`src/rtl/exception_branch_ctrl_pkg.sv`:
```
// Shared Kabeta control encodings: branch conditions, PC select codes, vectors and cause sources.
// Also holds the controller FSM state type and the exception vector helper.
package kabeta_defs;

  localparam logic [1:0] BRC_NONE  = 2'd0;
  localparam logic [1:0] BRC_EQ    = 2'd1;
  localparam logic [1:0] BRC_NE    = 2'd2;
  localparam logic [1:0] BRC_AL    = 2'd3;

  localparam logic [1:0] PCS_PCNX  = 2'd0;
  localparam logic [1:0] PCS_PCLIT = 2'd1;
  localparam logic [1:0] PCS_REGA  = 2'd2;
  localparam logic [1:0] PCS_EXCA  = 2'd3;

  localparam logic [31:0] EV_RST      = 32'hFFFF_0000;
  localparam logic [31:0] EV_INV_IA   = 32'hFFFF_0040;
  localparam logic [31:0] EV_EXC_BASE = 32'hFFFF_0100;
  localparam logic [31:0] EV_INT_BASE = 32'hFFFF_0800;

  localparam logic [1:0] CSRC_EXC = 2'd0;
  localparam logic [1:0] CSRC_IRQ = 2'd1;
  localparam logic [1:0] CSRC_RST = 2'd2;

  localparam logic [7:0] CAUSE_RST = {CSRC_RST, 3'd0, 3'd0};

  typedef enum logic [1:0] {
    ST_RST  = 2'd0,
    ST_RUN  = 2'd1,
    ST_LOCK = 2'd2
  } ctrl_state_e;

  // Fetch-stage faults share one vector; later stages get a 16-byte slot per {stage, code}.
  function automatic logic [31:0] vector(input logic [2:0] code, input logic [2:0] stage);
    if (stage == 3'd0) return EV_INV_IA;
    return EV_EXC_BASE + {22'd0, stage, code, 4'd0};
  endfunction

endpackage

```
`src/rtl/exception_branch_ctrl_irq_pending_latch.sv`:
```
// Rising-edge interrupt capture with sticky pending bits and masked fixed-priority selection.
// Line 0 wins; an edge arriving in the same cycle as its ack re-arms the pending bit.
module irq_pending_latch #(
  parameter int NUM_IRQ = 4
) (
  input  logic               clk_i,
  input  logic               rst_i,
  input  logic [NUM_IRQ-1:0] line_i,
  input  logic [NUM_IRQ-1:0] mask_i,
  input  logic [NUM_IRQ-1:0] ack_i,
  output logic               valid_o,
  output logic [NUM_IRQ-1:0] sel_o,
  output logic [2:0]         idx_o
);

  logic [NUM_IRQ-1:0] line_q;
  logic [NUM_IRQ-1:0] pend_q;
  logic [NUM_IRQ-1:0] pend_d;
  logic [NUM_IRQ-1:0] cand;

  assign pend_d = (pend_q & ~ack_i) | (line_i & ~line_q);

  always_ff @(posedge clk_i) begin
    if (rst_i) begin
      line_q <= '0;
      pend_q <= '0;
    end else begin
      line_q <= line_i;
      pend_q <= pend_d;
    end
  end

  always_comb begin
    cand  = pend_q & mask_i;
    sel_o = '0;
    idx_o = 3'd0;
    for (int j = NUM_IRQ - 1; j >= 0; j--) begin
      if (cand[j]) begin
        sel_o    = '0;
        sel_o[j] = 1'b1;
        idx_o    = 3'(j);
      end
    end
    valid_o = |cand;
  end

endmodule

```
`src/rtl/exception_branch_ctrl.sv`:
```
// Kabeta branch/exception controller: prioritises stage exceptions, interrupts, branches and stalls
// into PC select, flush and ack; captures EPC/cause and holds off interrupts after any redirect.
module exception_branch_ctrl
  import kabeta_defs::*;
#(
  parameter int NUM_STAGES = 4,
  parameter int NUM_IRQ    = 4,
  parameter int XLEN       = 32,
  parameter int LOCK_CYC   = 2
) (
  input  logic                       clk_i,
  input  logic                       sys_reset_i,
  input  logic [NUM_STAGES-1:0]      exc_req_i,
  input  logic [3*NUM_STAGES-1:0]    exc_code_i,
  input  logic [XLEN*NUM_STAGES-1:0] stage_pc_i,
  input  logic                       stall_i,
  input  logic                       supervisor_i,
  input  logic [NUM_IRQ-1:0]         irq_line_i,
  input  logic [NUM_IRQ-1:0]         irq_mask_i,
  input  logic [1:0]                 br_cond_i,
  input  logic [XLEN-1:0]            ra_i,
  output logic [XLEN-1:0]            exc_addr_o,
  output logic [1:0]                 pc_sel_o,
  output logic [NUM_STAGES-1:0]      flush_o,
  output logic [NUM_STAGES-1:0]      exc_ack_o,
  output logic                       replicate_pc_o,
  output logic [NUM_IRQ-1:0]         irq_ack_o,
  output logic [XLEN-1:0]            epc_o,
  output logic [7:0]                 exc_cause_o,
  output ctrl_state_e                state_o
);

  localparam int CW = (LOCK_CYC > 1) ? $clog2(LOCK_CYC) : 1;
  localparam int IRQ_STAGE = NUM_STAGES - 2;

  ctrl_state_e         state_q, state_d;
  logic [CW-1:0]       cnt_q, cnt_d;
  logic [XLEN-1:0]     epc_q, epc_d;
  logic [7:0]          cause_q, cause_d;

  logic                br_taken;
  logic [NUM_STAGES-1:0] exc_gated;
  logic                exc_hit;
  logic [2:0]          exc_idx;
  logic [2:0]          exc_code;
  logic                irq_valid;
  logic [NUM_IRQ-1:0]  irq_sel;
  logic [2:0]          irq_idx;
  logic                irq_take;
  logic                redirect;

  irq_pending_latch #(.NUM_IRQ(NUM_IRQ)) u_irq (
    .clk_i   (clk_i),
    .rst_i   (sys_reset_i),
    .line_i  (irq_line_i),
    .mask_i  (irq_mask_i),
    .ack_i   (irq_ack_o),
    .valid_o (irq_valid),
    .sel_o   (irq_sel),
    .idx_o   (irq_idx)
  );

  assign br_taken = (br_cond_i == BRC_AL)
                  | ((br_cond_i == BRC_EQ) & (ra_i == '0))
                  | ((br_cond_i == BRC_NE) & (ra_i != '0));

  // IF and ID requests are squashed by a taken branch or a stall; oldest remaining stage wins.
  always_comb begin
    exc_gated = exc_req_i;
    if (br_taken || stall_i) exc_gated[1:0] = 2'b00;
    exc_hit = 1'b0;
    exc_idx = 3'd0;
    for (int i = 0; i < NUM_STAGES; i++) begin
      if (exc_gated[i]) begin
        exc_hit = 1'b1;
        exc_idx = 3'(i);
      end
    end
    exc_code = exc_code_i[3*exc_idx +: 3];
  end

  assign irq_take = (state_q == ST_RUN) & ~supervisor_i & ~stall_i & irq_valid;

  always_comb begin
    state_d        = state_q;
    cnt_d          = cnt_q;
    epc_d          = epc_q;
    cause_d        = cause_q;
    pc_sel_o       = PCS_PCNX;
    exc_addr_o     = XLEN'(EV_RST);
    flush_o        = '0;
    exc_ack_o      = '0;
    replicate_pc_o = 1'b0;
    irq_ack_o      = '0;
    redirect       = 1'b0;
    if (sys_reset_i || state_q == ST_RST) begin
      pc_sel_o = PCS_EXCA;
      state_d  = sys_reset_i ? ST_RST : ST_RUN;
      cnt_d    = '0;
    end else begin
      if (exc_hit) begin
        pc_sel_o           = PCS_EXCA;
        exc_addr_o         = XLEN'(vector(exc_code, exc_idx));
        for (int j = 0; j < NUM_STAGES; j++) flush_o[j] = (j <= int'(exc_idx));
        exc_ack_o[exc_idx] = 1'b1;
        epc_d              = stage_pc_i[XLEN*exc_idx +: XLEN];
        cause_d            = {CSRC_EXC, exc_idx, exc_code};
        redirect           = 1'b1;
      end else if (irq_take) begin
        pc_sel_o             = PCS_EXCA;
        exc_addr_o           = XLEN'(EV_INT_BASE + {26'd0, irq_idx, 3'd0});
        for (int j = 0; j <= IRQ_STAGE; j++) flush_o[j] = 1'b1;
        exc_ack_o[IRQ_STAGE] = 1'b1;
        irq_ack_o            = irq_sel;
        epc_d                = stage_pc_i[XLEN*IRQ_STAGE +: XLEN];
        cause_d              = {CSRC_IRQ, irq_idx, 3'd0};
        redirect             = 1'b1;
      end else if (br_taken) begin
        pc_sel_o       = (br_cond_i == BRC_AL) ? PCS_REGA : PCS_PCLIT;
        flush_o[1:0]   = 2'b11;
        replicate_pc_o = 1'b1;
        redirect       = 1'b1;
      end else if (stall_i) begin
        flush_o[2] = 1'b1;
      end
      if (redirect) begin
        state_d = ST_LOCK;
        cnt_d   = CW'(LOCK_CYC - 1);
      end else if (state_q == ST_LOCK) begin
        if (cnt_q == '0) state_d = ST_RUN;
        else             cnt_d   = cnt_q - 1'b1;
      end
    end
  end

  always_ff @(posedge clk_i) begin
    if (sys_reset_i) begin
      state_q <= ST_RST;
      cnt_q   <= '0;
      epc_q   <= '0;
      cause_q <= CAUSE_RST;
    end else begin
      state_q <= state_d;
      cnt_q   <= cnt_d;
      epc_q   <= epc_d;
      cause_q <= cause_d;
    end
  end

  assign epc_o       = epc_q;
  assign exc_cause_o = cause_q;
  assign state_o     = state_q;

endmodule

```
`config.mk`:
```
export PLATFORM = sky130hd
export DESIGN_NAME = exception_branch_ctrl
export DESIGN_NICKNAME = d
export VERILOG_FILES = /design/src/rtl/exception_branch_ctrl_pkg.sv /design/src/rtl/exception_branch_ctrl_irq_pending_latch.sv /design/src/rtl/exception_branch_ctrl.sv
export SDC_FILE = /design/constraint.sdc
export NUM_CORES = 1
export LEC_CHECK = 0
export CAP_MARGIN = 20
export CORE_AREA = 5 5 116 118
export DETAILED_ROUTE_END_ITERATION = 10
export DIE_AREA = 0 0 121 123
export PLACE_DENSITY_LB_ADDON = 0.12
export SLEW_MARGIN = 20
export SYNTH_ARGS = -nofsm -noshare
export SYNTH_HDL_FRONTEND = slang
export SYNTH_HIERARCHICAL = 1
export SYNTH_SLANG_ARGS = --single-unit
```
`constraint.sdc`:
```
create_clock -name clk_i -period 2 [get_ports clk_i]
set_input_delay 0.2 -clock clk_i [delete_from_list [all_inputs] [get_ports clk_i]]
set_output_delay 0.2 -clock clk_i [all_outputs]
set_load 0.05 [all_outputs]
```
==> metrics, run 1 <==
Initial DRC Count 331; TritonCTS clock tree yes; Mapped Area 3710 sq um; clock transition at the registers of the reported paths 70 ps; layout cells sized above 1 32.5%; Worst Tran Pin Value 588 ps; failing checks setup timing; sequential element share of the synthesized area 27.5%; Post-synth EDFFs 0; drt pass-1 iters 4; final cycle utilization of the critical path 115%; Via Count 4,930; worst hold slack 460 ps; synth top area cells dfxtp_1 27%, mux2i_1 8.6%, o221ai_1 7.8%; compound-cell area share of the yosys netlist 33.6%; min-delay worst type reg -> reg; crit-path cells buf_6 > nor4_4 > nand4_1 > buf_4 > o21ai_4 > buf_4 > buf_6 > nand3_4 > buf_12 > nor3_4 > buf_12; Synth Instances 452; minimum clock period 2290 ps; first-pass GRT wire length 27.9 mm; post-DR wirelength/cell 19.9 microns; post-route setup TNS -9540 ps; largest net degree at the start of global routing 29; number of max-cap violations 0; Clock Path Buffers 2; Fillers 1,005; routability cong. 0.809; WS Path Type in -> out; Critical Path Source Type primary input; Post-synth top flop dfxtp_1; port bufs 254; Worst Setup End Kind primary output; max-slew violation count 0; DRC viols 0; Mean Syn Cell Area 8.22 sq um; Post-Synth XOR/XNOR Area 0%; Die W 121 microns; Unique masters post-synth 50; total grt overflow 0; worst IR drop on VDD 0.358 mV; Area growth, synth to finish 120%; vias in the first global route 5,229; pwr/cell area 569 nW/um^2; synthesis-stage register bit count 51; post-synthesis mux area share 9.53%; number of placed I/O pins 279; clk root buf clkbuf_16; critical path required time 1800 ps; crit-path max cell delay 280 ps; Layout Cells excl Fill 941; Final setup violation count 56; Worst-Skew Late Latency 300 ps; delay-heaviest family, CP buffers and inverters; antenna cells 0; simple-gate area share of the yosys netlist 17.7%; fraction of registers with async set/reset 0%; dpl cells 904; Initial Util 30.0%; Final Hold Fails 0; Worst Path Arrival 2090 ps; H-tree Lvls 2; slew margin rel. 60.7%; Synth Warn # 6; Die Y 123 microns; dpl hpwl 13.5 mm; critical path's slowest cell nor3_4; PnR worst setup slack -292 ps; Num CTS Buffers 5; most common cell in the netlist dfxtp_1; commonest cells in the netlist 51 x dfxtp_1, 43 x nand2_1, 41 x a21oi_1; largest family of logic cells by synthesized area compound AO/OA/AOI/OAI gates; Setup Skew 6.57 ps; Post-Route WL 18.8 mm; final core utilization 66.1%; num rows 41; Max Clock Freq 436 MHz; dominant cell type by area after synthesis dfxtp_1; worst path bufs/invs 6; vias per cell 5.24; Num Clock Sinks 51; initial antenna violation count 0; P_leak 0.00323 uW; Post-Synth Adder-Cell Area 0%; critical path peak fanout 4; core area 12,400 sq um; top cell type's share of synthesized area 27.5%; Detail Route Antenna Nets 0; pre-CTS setup slack -766 ps; die area 14,900 sq um; RSZ-0062 raised after global routing yes; # nets final 958; status finished with violations; Total GRT Usage 23.7%
==> power by group <==
group	leakage, uW	internal (uW)	total, uW	switching, uW
Clock	0.0000850	574	995	421
Combinational	0.00272	1070	2400	1330
Sequential	0.000424	1170	1260	86.8
==> worst reg2reg max path: stages (launching register included) <==
cell      delay, ps
dfxtp_4         390
nor2_1           80
or2_2           320
nor4_4          400
buf_6           200
buf_6           130
buf_12          110
buf_4           100
a21oi_1          30
o311ai_1        230
==> routing by layer <==
metal  GRT usage, %  vias up  part of all wire [%]
li1               -     2310                     -
met1           27.9     2356                    39
met2           42.7      224                    51
met3           5.35       40                   7.1
met4           7.44        0                   2.7
met5              0        -                     0
==> placed cells by master, fill, tap and decap left out, types with 6 or more instances in the layout <==
cell type	n
buf_6	33
clkdlybuf4s15_1	6
a21boi_1	23
nor2_1	13
nand2b_1	11
o221ai_1	27
a21boi_2	6
o311ai_1	31
buf_12	31
conb_1	25
dfxtp_1	49
a21oi_1	28
buf_2	12
buf_16	6
a21oi_2	14
buf_4	58
and3_4	6
nor4_4	9
mux2i_1	32
nor2_4	10
clkdlybuf4s50_1	198
clkbuf_16	6
nand2_1	41
==> registers in the layout (all words and copies together), names as in the netlist <==
name,cells
cnt_q,1
epc_o,32
exc_cause_o,8
state_o,2
u_irq/line_q,4
u_irq/pend_q,4
==> through the flow <==
stage / total power (uW) / area (sq um)
6_report: 4660 / 8180
5_1_grt: 4840 / 8180
4_1_cts: 4630 / 8020
3_5_place_dp: 3490 / 7290
3_3_place_gp: 3450 / 7290
2_1_floorplan: 2490 / 4140
==> timing repair <==
action | CTS | global route
gates resized for setup | 195 | 29
hold buffers | 0 | 0
setup endpoints to repair | 67 | 55
cloned | 7 | 0
setup buffers | 17 | 8
pin swaps | 33 | 24
==> worst paths after layout <==
check	slack, ps	end	startpoint	cells after the start
max	-290	exc_ack_o[1]	ra_i[4]	11
min	460	epc_o[23]	epc_o[23]	2
max reg2reg	-100	epc_o[20]	state_o[0]	9
min reg2reg	460	epc_o[23]	epc_o[23]	2
==> layout make-up <==
type | instances | area (sq um) | share of cell area, %
multi-input cells | 354 | 2940 | 35.9
repair buffers | 352 | 3810 | 46.6
inverters | 4 | 17.5 | 0.214
clock buffers | 7 | 164 | 2.00
flip-flops and latches | 51 | 1030 | 12.6
clock inverters | 1 | 5.00 | 0.0612
well taps | 172 | 215 | 2.63
==> cells by family (layout without fill, tap and decap cells) <==
kind of cell | count (synthesis) | count (layout)
muxes | 35 | 35
AOI/OAI and AO/OA | 168 | 168
DFF | 51 | 51
and+or+nand+nor | 126 | 126
other | 3 | 25
buffers and inverters | 69 | 364
Power figures use the tool's default switching activity.
==> run 2: changes to the inputs <==
Settings changed: CELL_PAD_IN_SITES_DETAIL_PLACEMENT from default to 0, CELL_PAD_IN_SITES_GLOBAL_PLACEMENT from default to 2, CORE_AREA 5 5 116 118 to 5 5 159 161, DIE_AREA 0 0 121 123 to 0 0 164 166, HOLD_SLACK_MARGIN from default to 0.05, SKIP_CTS_REPAIR_TIMING from default to 1.
==> metrics, run 2 (synthesized netlist as in run 1, its figures left out) <==
area of the multi-input gates 3090 sq um; Int Power 2760 uW; Reg area 1030 sq um; routability cong. 0.746; PnR worst setup slack -429 ps; Final Hold Fails 0; status finished with violations; final core utilization 35.8%; dpl cells 1,060; total power 4660 uW; die area 27,200 sq um; Fillers 2,469; Initial DRC Count 150; initial antenna violation count 2; placed instance area 7480 sq um; DRC viols 0; H-tree Lvls 2; Post-Route WL 21.6 mm; commonest cells after routing, fill and taps aside 199 x clkdlybuf4s50_1, 63 x buf_4, 49 x dfxtp_1; minimum clock period 2430 ps; Worst Path Arrival 2230 ps; commonest non-fill, non-tap cell in the layout clkdlybuf4s50_1; Highest Signal Layer met4; number of placed I/O pins 279; Die Y 166 microns; min-delay worst type reg -> reg; num rows 57; clock transition at the registers of the reported paths 70 ps; pwr/cell area 547 nW/um^2; Setup Skew 10.8 ps; routed length on met2 11.0 mm; failing checks setup timing; worst hold slack 449 ps; critical path required time 1800 ps; Max Clock Freq 412 MHz; R2R Setup Slk -90 ps; worst IR drop on VDD 0.291 mV; Reg power frac 27.1%; total grt overflow 0; Initial Util 15.6%; switching share of power 40.8%; vias in the first global route 5,073; Num Clock Sinks 51; P_leak 0.00335 uW; largest net degree at the start of global routing 28; core area 23,800 sq um; post-route design area 8520 sq um; Detail Route Antenna Nets 0; Layout Cells excl Fill 1,095; vias per cell 4.39; TritonCTS clock tree yes; dpl hpwl 16.1 mm; Worst Setup End Kind primary output; post-DR wirelength/cell 19.7 microns; first-pass GRT wire length 29.5 mm; layout cells sized above 1 32.9%; slew margin rel. 61.4%; met1 wire length 8.74 mm; Die W 164 microns; Total GRT Usage 14.0%; clk root buf clkbuf_16; combinational group share of total power 53.7%; max-slew violation count 0; drt pass-1 iters 4; Worst Tran Pin Value 577 ps; Via Count 4,809; clock share of power 19.2%; Area growth, synth to finish 129%; final cycle utilization of the critical path 121%; Psw 1900 uW; critical path peak fanout 4; Worst-Skew Late Latency 300 ps; Critical Path Source Type primary input; # nets final 958; RSZ-0062 raised after global routing yes; routed length on met3 1.53 mm; WS Path Type in -> out; number of max-cap violations 0; port bufs 254; Num CTS Buffers 5; Final setup violation count 57; number of flip-flops in the largest register 32; Clock Path Buffers 2
run 2: changes by cell type in the layout (fill, tap and decap cells not counted), moves of 6 or more:
cell,delta
nand2_1,-13
a21oi_1,+11
clkbuf_16,+6
o311ai_1,-11
buf_16,-6
o311ai_2,+11
clkbuf_2,+8
clkdlybuf4s15_1,-6
nand2_2,+13
buf_6,-15
buf_2,-12
dlymetal6s2s_1,+21
a21oi_2,-11
mux2i_1,-10
run 2: layer usage:
layer / vias up / global-route usage (%)
li1: 2319 / -
met2: 187 / 24.9
met1: 2289 / 16.6
met4: 0 / 3.46
met5: - / 0
met3: 14 / 3.67
run 2: final cells by class:
class                      instances  share of cell area (%)
antenna                            2                  0.0588
clock buffer                       7                    1.56
clock inverter                     1                  0.0588
inverter                           4                   0.206
multi-input combinational        354                    36.3
sequential                        51                    12.1
tap                              324                    4.76
timing repair buffer             352                    45.0
run 2: critical path: stages:
cell and delay (ps):
clkbuf_2 100, nor4_4 260, nand4_1 160, buf_4 160
or3_4 420, buf_6 160, a31o_4 240, nor3_4 230
o2bb2ai_4 150, buf_12 150
run 2: worst paths after layout:
| path | startpoint | end | depth (start not counted) |
|---|---|---|---|
| worst max register to register | u_irq/pend_q[1] | epc_o[0] | 9 |
| worst min-delay path | exc_cause_o[2] | exc_cause_o[2] | 2 |
| worst min register to register | exc_cause_o[2] | exc_cause_o[2] | 2 |
| worst max-delay path | ra_i[31] | exc_addr_o[4] | 10 |
run 2: power by group through the flow:
stage | combinational [uW] | clock [uW] | sequential (uW)
final | 2500 | 894 | 1260
after global routing | 2630 | 983 | 1280
after CTS | 2290 | 950 | 1250
after detailed placement | 2280 | 0 | 1270
after global placement | 2260 | 0 | 1270
after floorplan | 747 | 0 | 1750
run 2: through the flow:
stage               TNS, ps  setup WS, ps
global placement     -46090          -821
floorplan             -4810          -376
finish               -13000          -429
detailed placement   -49450          -859
global route         -18760          -527
CTS                  -34440          -862
==> RTL change 1, RTL diff (settings of run 2) <==
Change the parameter `LOCK_CYC` from 2 to 8.
--- a/src/rtl/exception_branch_ctrl.sv
+++ b/src/rtl/exception_branch_ctrl.sv
@@ -6,7 +6,7 @@
   parameter int NUM_STAGES = 4,
   parameter int NUM_IRQ    = 4,
   parameter int XLEN       = 32,
-  parameter int LOCK_CYC   = 2
+  parameter int LOCK_CYC   = 8
 ) (
   input  logic                       clk_i,
   input  logic                       sys_reset_i,
Check against the original RTL: not equivalent (a bounded check fails within 10 cycles, from zero or initial values and one cycle with sys_reset_i high).
==> RTL change 1 against run 2 <==
Synthesized area up 12%; maximum frequency up 4.1%; worst setup slack better by 97 ps; cell area down 0.93%; largest power group unchanged; sequential share of layout area up 0.59 points; combinational power down 17%; first-iteration DRC count down 11%; the run still ends with setup timing left; power down 6.9%; largest cell class unchanged; highest routed layer is now met5; sequential cell count up 2; synthesized cell count down 0.88%; critical path type unchanged; routed wire length down 0.50%; final cell count down 1.2%; via count up 0.10%.
==> RTL change 1: results (changes against run 2) <==
outcome complete, but fails checks (unchanged); failing checks setup timing (unchanged); setup TNS -3390 ps (was -13000 ps); placed cells 1055 (was 1060); ANT cells 0 (was 2); # setup viols final 18 (was 57); Total GRT Usage 14.8% (was 14.0%); first-pass GRT wire length 31.4 mm (was 29.5 mm); top cells by count, synth dfxtp_1 (53), nand2_1 (48), o21ai_0 (35) (was dfxtp_1 (51), nand2_1 (43), a21oi_1 (41)); drt initial violations 134 (was 150); DRT Wirelength 21.5 mm (was 21.6 mm); Post-Syn Instances 448 (was 452); Arr. time, crit path 2130 ps (was 2230 ps); # nets final 949 (was 958); Max VDD drop 0.000289 V (was 0.000291 V); fill cell count 2466 (was 2469); worst hold-check path type input pin to flip-flop (was flip-flop to flip-flop); vias in the first global route 5258 (was 5073); Max-slew headroom 61.9% (was 61.4%); hpwl dp 16.9 mm (was 16.1 mm); Via Count 4814 (was 4809); Hold WS 379 ps (was 449 ps); Seq/Total Area, Yosys 25.5% (was 27.5%); share of cells above drive strength 1 37.9% (was 32.9%); WL per Instance 19.8 µm (was 19.7 µm); Leakage Power 3.23 nW (was 3.35 nW); GP Congestion 0.768 (was 0.746); Synth area leaders dfxtp_1 (25%), o32ai_2 (12%), a221oi_2 (11%), a22o_1 (6.9%), buf_4 (5.0%) (was dfxtp_1 (27%), mux2i_1 (8.6%), o221ai_1 (7.8%), o311ai_1 (7.5%), buf_4 (6.3%)); final worst slack -332 ps (was -429 ps); reg2reg setup slack 40 ps (was -90 ps)
[RTL change 1: per-layer routing]
metal  share of wire, %  GRT usage, %  wire (µm)
met1                 42          17.9       8910
met2                 50          26.0      10600
met3                7.8          4.59       1680
met4               0.94          2.33        201
met5               0.13             0         27
[RTL change 1: metrics by stage]
stage / worst slack (ps) / instance area (µm²) / power [mW]
6_report: -332 / 8440 / 4.34
3_5_place_dp: -767 / 7790 / 3.27
2_1_floorplan: -434 / 4510 / 2.36
4_1_cts: -779 / 7960 / 4.35
5_1_grt: -374 / 8440 / 4.56
3_3_place_gp: -739 / 7790 / 3.26
[RTL change 1: critical path, stage by stage]
cell      delay [ps]
clkbuf_2         110
nor4_4           310
and4_4           290
nand3_4           90
a21boi_4         220
buf_6            130
mux2_4           310
o41ai_4          290
buf_12           190
[RTL change 1: power by group]
group / internal (mW) / switching (mW)
sequential: 1.17 / 0.0655
combinational: 0.930 / 1.14
clock: 0.596 / 0.440
[RTL change 1: worst paths after layout]
path / end / cells after the start / startpoint
worst max-delay path: exc_addr_o[4] / 9 / ra_i[22]
worst max register to register: u_irq/pend_q[2] / 11 / u_irq/pend_q[2]
worst min-delay path: epc_o[21] / 3 / exc_req_i[3]
worst min register to register: exc_cause_o[5] / 2 / exc_cause_o[5]
[RTL change 1: cell families (layout without fill, tap and decap cells)]
logic type / after synthesis / count (layout) / share of synthesized area (%)
AO/OA/AOI/OAI: 180 / 180 / 43.9
AND/OR/NAND/NOR: 127 / 127 / 17.0
buffers and inverters: 78 / 366 / 11.3
flip-flops: 53 / 53 / 25.5
other: 3 / 25 / 0.270
multiplexers: 3 / 3 / 0.962
adder cells (fa/ha/maj): 2 / 2 / 0.601
XOR/XNOR: 2 / 2 / 0.421
[RTL change 1: area by class of cell]
| class | instances | area, µm² | share of cell area (%) |
|---|---|---|---|
| clock buffer | 6 | 129 | 1.53 |
| clock inverter | 2 | 38.8 | 0.460 |
| sequential | 53 | 1070 | 12.7 |
| inverter | 9 | 33.8 | 0.400 |
| tap | 324 | 405 | 4.80 |
| timing repair buffer | 349 | 3540 | 41.9 |
| multi-input combinational | 339 | 3220 | 38.2 |
==> RTL change 2, RTL diff (config.mk and constraints of run 2) <==
Without the edit above. Register the output `irq_ack_o`; this adds one clock of latency there. The other outputs are not delayed to match.
--- a/src/rtl/exception_branch_ctrl.sv
+++ b/src/rtl/exception_branch_ctrl.sv
@@ -33,6 +33,8 @@
   localparam int CW = (LOCK_CYC > 1) ? $clog2(LOCK_CYC) : 1;
   localparam int IRQ_STAGE = NUM_STAGES - 2;
 
+  logic [NUM_IRQ-1:0] irq_ack_d;
+
   ctrl_state_e         state_q, state_d;
   logic [CW-1:0]       cnt_q, cnt_d;
   logic [XLEN-1:0]     epc_q, epc_d;
@@ -54,7 +56,7 @@
     .rst_i   (sys_reset_i),
     .line_i  (irq_line_i),
     .mask_i  (irq_mask_i),
-    .ack_i   (irq_ack_o),
+    .ack_i   (irq_ack_d),
     .valid_o (irq_valid),
     .sel_o   (irq_sel),
     .idx_o   (irq_idx)
@@ -91,7 +93,7 @@
     flush_o        = '0;
     exc_ack_o      = '0;
     replicate_pc_o = 1'b0;
-    irq_ack_o      = '0;
+    irq_ack_d      = '0;
     redirect       = 1'b0;
     if (sys_reset_i || state_q == ST_RST) begin
       pc_sel_o = PCS_EXCA;
@@ -111,7 +113,7 @@
         exc_addr_o           = XLEN'(EV_INT_BASE + {26'd0, irq_idx, 3'd0});
         for (int j = 0; j <= IRQ_STAGE; j++) flush_o[j] = 1'b1;
         exc_ack_o[IRQ_STAGE] = 1'b1;
-        irq_ack_o            = irq_sel;
+        irq_ack_d            = irq_sel;
         epc_d                = stage_pc_i[XLEN*IRQ_STAGE +: XLEN];
         cause_d              = {CSRC_IRQ, irq_idx, 3'd0};
         redirect             = 1'b1;
@@ -151,5 +153,9 @@
   assign exc_cause_o = cause_q;
   assign state_o     = state_q;
 
+  always_ff @(posedge clk_i) begin
+    irq_ack_o <= irq_ack_d;
+  end
+
 endmodule
 
Check against the original RTL: not equivalent (Yosys sat finds a counterexample within 4 cycles, from zero or initial values and one cycle with sys_reset_i high).
==> RTL change 2 against run 2 <==
The flow still finishes with violations (setup timing); final cell count increased by 9.5%; worst setup slack improved by 59 ps; synthesized area up 17%; sequential cell count up 4; combinational power fell by 13%; cell area increased by 5.1%; routed wire length increased by 8.9%; power decreased by 2.2%; critical path type unchanged; critical endpoint is now exc_ack_o[1]; highest routed layer is now met5.
==> RTL change 2: results (changes against run 2) <==
failing checks setup timing (unchanged); ANT cells 0 (was 2); GP Congestion 0.779 (was 0.746); Via Count 5442 (was 4809); largest net degree at the start of global routing 35 (was 28); Setup Skew 10.2 ps (was 10.8 ps); TritonRoute pass-1 iters 4 (unchanged); final worst slack -370 ps (was -429 ps); clk buf depth 2 (unchanged); Area after DPL 0.00798 mm² (was 0.00748 mm²); Leakage Power 3.55 nW (was 3.35 nW); Worst-path clk slew 80 ps; period utilization 119% (was 121%); vias in the first global route 5797 (was 5073); Post-Syn Instances 569 (was 452); share of cells above drive strength 1 37.3% (was 32.9%); clk root buf clkbuf_16 (unchanged); Via-to-Cell Ratio 4.54 (was 4.39); fill cell count 2480 (was 2469); drt initial violations 216 (was 150); setup TNS -8390 ps (was -13000 ps); DRT Wirelength 23.5 mm (was 21.6 mm); Seq/Total Area, Yosys 25.4% (was 27.5%); outcome complete, but fails checks (unchanged); reg2reg setup slack 160 ps (was -90 ps); # nets final 1064 (was 958); Distinct cells, synth 53 (was 50); Total GRT Usage 16.2% (was 14.0%); top cells by count, synth a21oi_1 (75), nor3_1 (71), dfxtp_1 (55) (was dfxtp_1 (51), nand2_1 (43), a21oi_1 (41)); Arr. time, crit path 2170 ps (was 2230 ps); first-pass GRT wire length 34.3 mm (was 29.5 mm); Least-Margin Pin Slew 622 ps (was 577 ps); hpwl dp 17.4 mm (was 16.1 mm); # setup viols final 47 (was 57); max FFs per register 32 (unchanged); WHS Path Cells 1 (was 2); FF-to-FF End epc_o[30] (was epc_o[0]); worst r2r src u_irq/pend_q[0] (was u_irq/pend_q[1]); Max VDD drop 0.000342 V (was 0.000291 V); Synth area leaders dfxtp_1 (25%), a21oi_1 (8.6%), a22oi_2 (8.6%), nor3_1 (8.2%), a211o_1 (6.5%) (was dfxtp_1 (27%), mux2i_1 (8.6%), o221ai_1 (7.8%), o311ai_1 (7.5%), buf_4 (6.3%))
[RTL change 2: worst max path at each step]
stage,start,depth (start not counted),to
2_1_floorplan,ra_i[26],8,exc_addr_o[8]
3_3_place_gp,ra_i[19],10,exc_addr_o[6]
4_1_cts,ra_i[27],10,exc_addr_o[6]
5_1_grt,ra_i[12],9,exc_ack_o[1]
6_report,ra_i[20],9,exc_ack_o[1]
3_5_place_dp,ra_i[27],10,exc_addr_o[6]
[RTL change 2: final cells by class]
type	instances	area, µm²	area share (%)
clock buffers	5	125	1.40
clock inverters	3	47.5	0.531
inverters	4	15.0	0.168
multi-input cells	457	3580	40.0
flip-flops and latches	55	1110	12.4
well taps	324	405	4.53
repair buffers	351	3670	41.0
[RTL change 2: critical path: stages]
cell	delay (ps)
dlymetal6s2s_1	150
nor4_4	240
and4_4	300
a21oi_4	100
buf_6	150
or3_4	430
buf_12	150
nor3_4	250
buf_6	200
[RTL change 2: layer usage]
| layer | track usage, % | part of all wire, % | vias to the layer above |
|---|---|---|---|
| met2 | 28.6 | 49 | 181 |
| li1 | - | - | 2637 |
| met4 | 2.81 | 1.3 | 4 |
| met3 | 4.32 | 7.3 | 24 |
| met5 | 0 | 0.098 | - |
| met1 | 19.9 | 42 | 2596 |
[RTL change 2: logic make-up (layout without fill, tap and decap cells)]
| logic type | after synthesis | in the layout | share of synthesized area [%] |
|---|---|---|---|
| multiplexers | 2 | 2 | 0.519 |
| AND/OR/NAND/NOR | 227 | 227 | 29.3 |
| AO/OA/AOI/OAI | 203 | 203 | 33.6 |
| flip-flops | 55 | 55 | 25.4 |
| buffers and inverters | 79 | 363 | 11.0 |
| other | 3 | 25 | 0.259 |
[RTL change 2: power by group]
part | internal [mW] | switching, mW
logic | 0.964 | 1.21
clock network | 0.601 | 0.497
registers | 1.21 | 0.0701
[RTL change 2: through the flow]
step | hold slack (ps) | setup slack [ps] | util (%)
2_1_floorplan | 269 | -302 | -
3_3_place_gp | 444 | -1020 | 33.5
3_5_place_dp | 446 | -946 | 33.5
4_1_cts | 462 | -970 | 34.2
5_1_grt | 474 | -433 | 37.6
6_report | 465 | -370 | 37.6
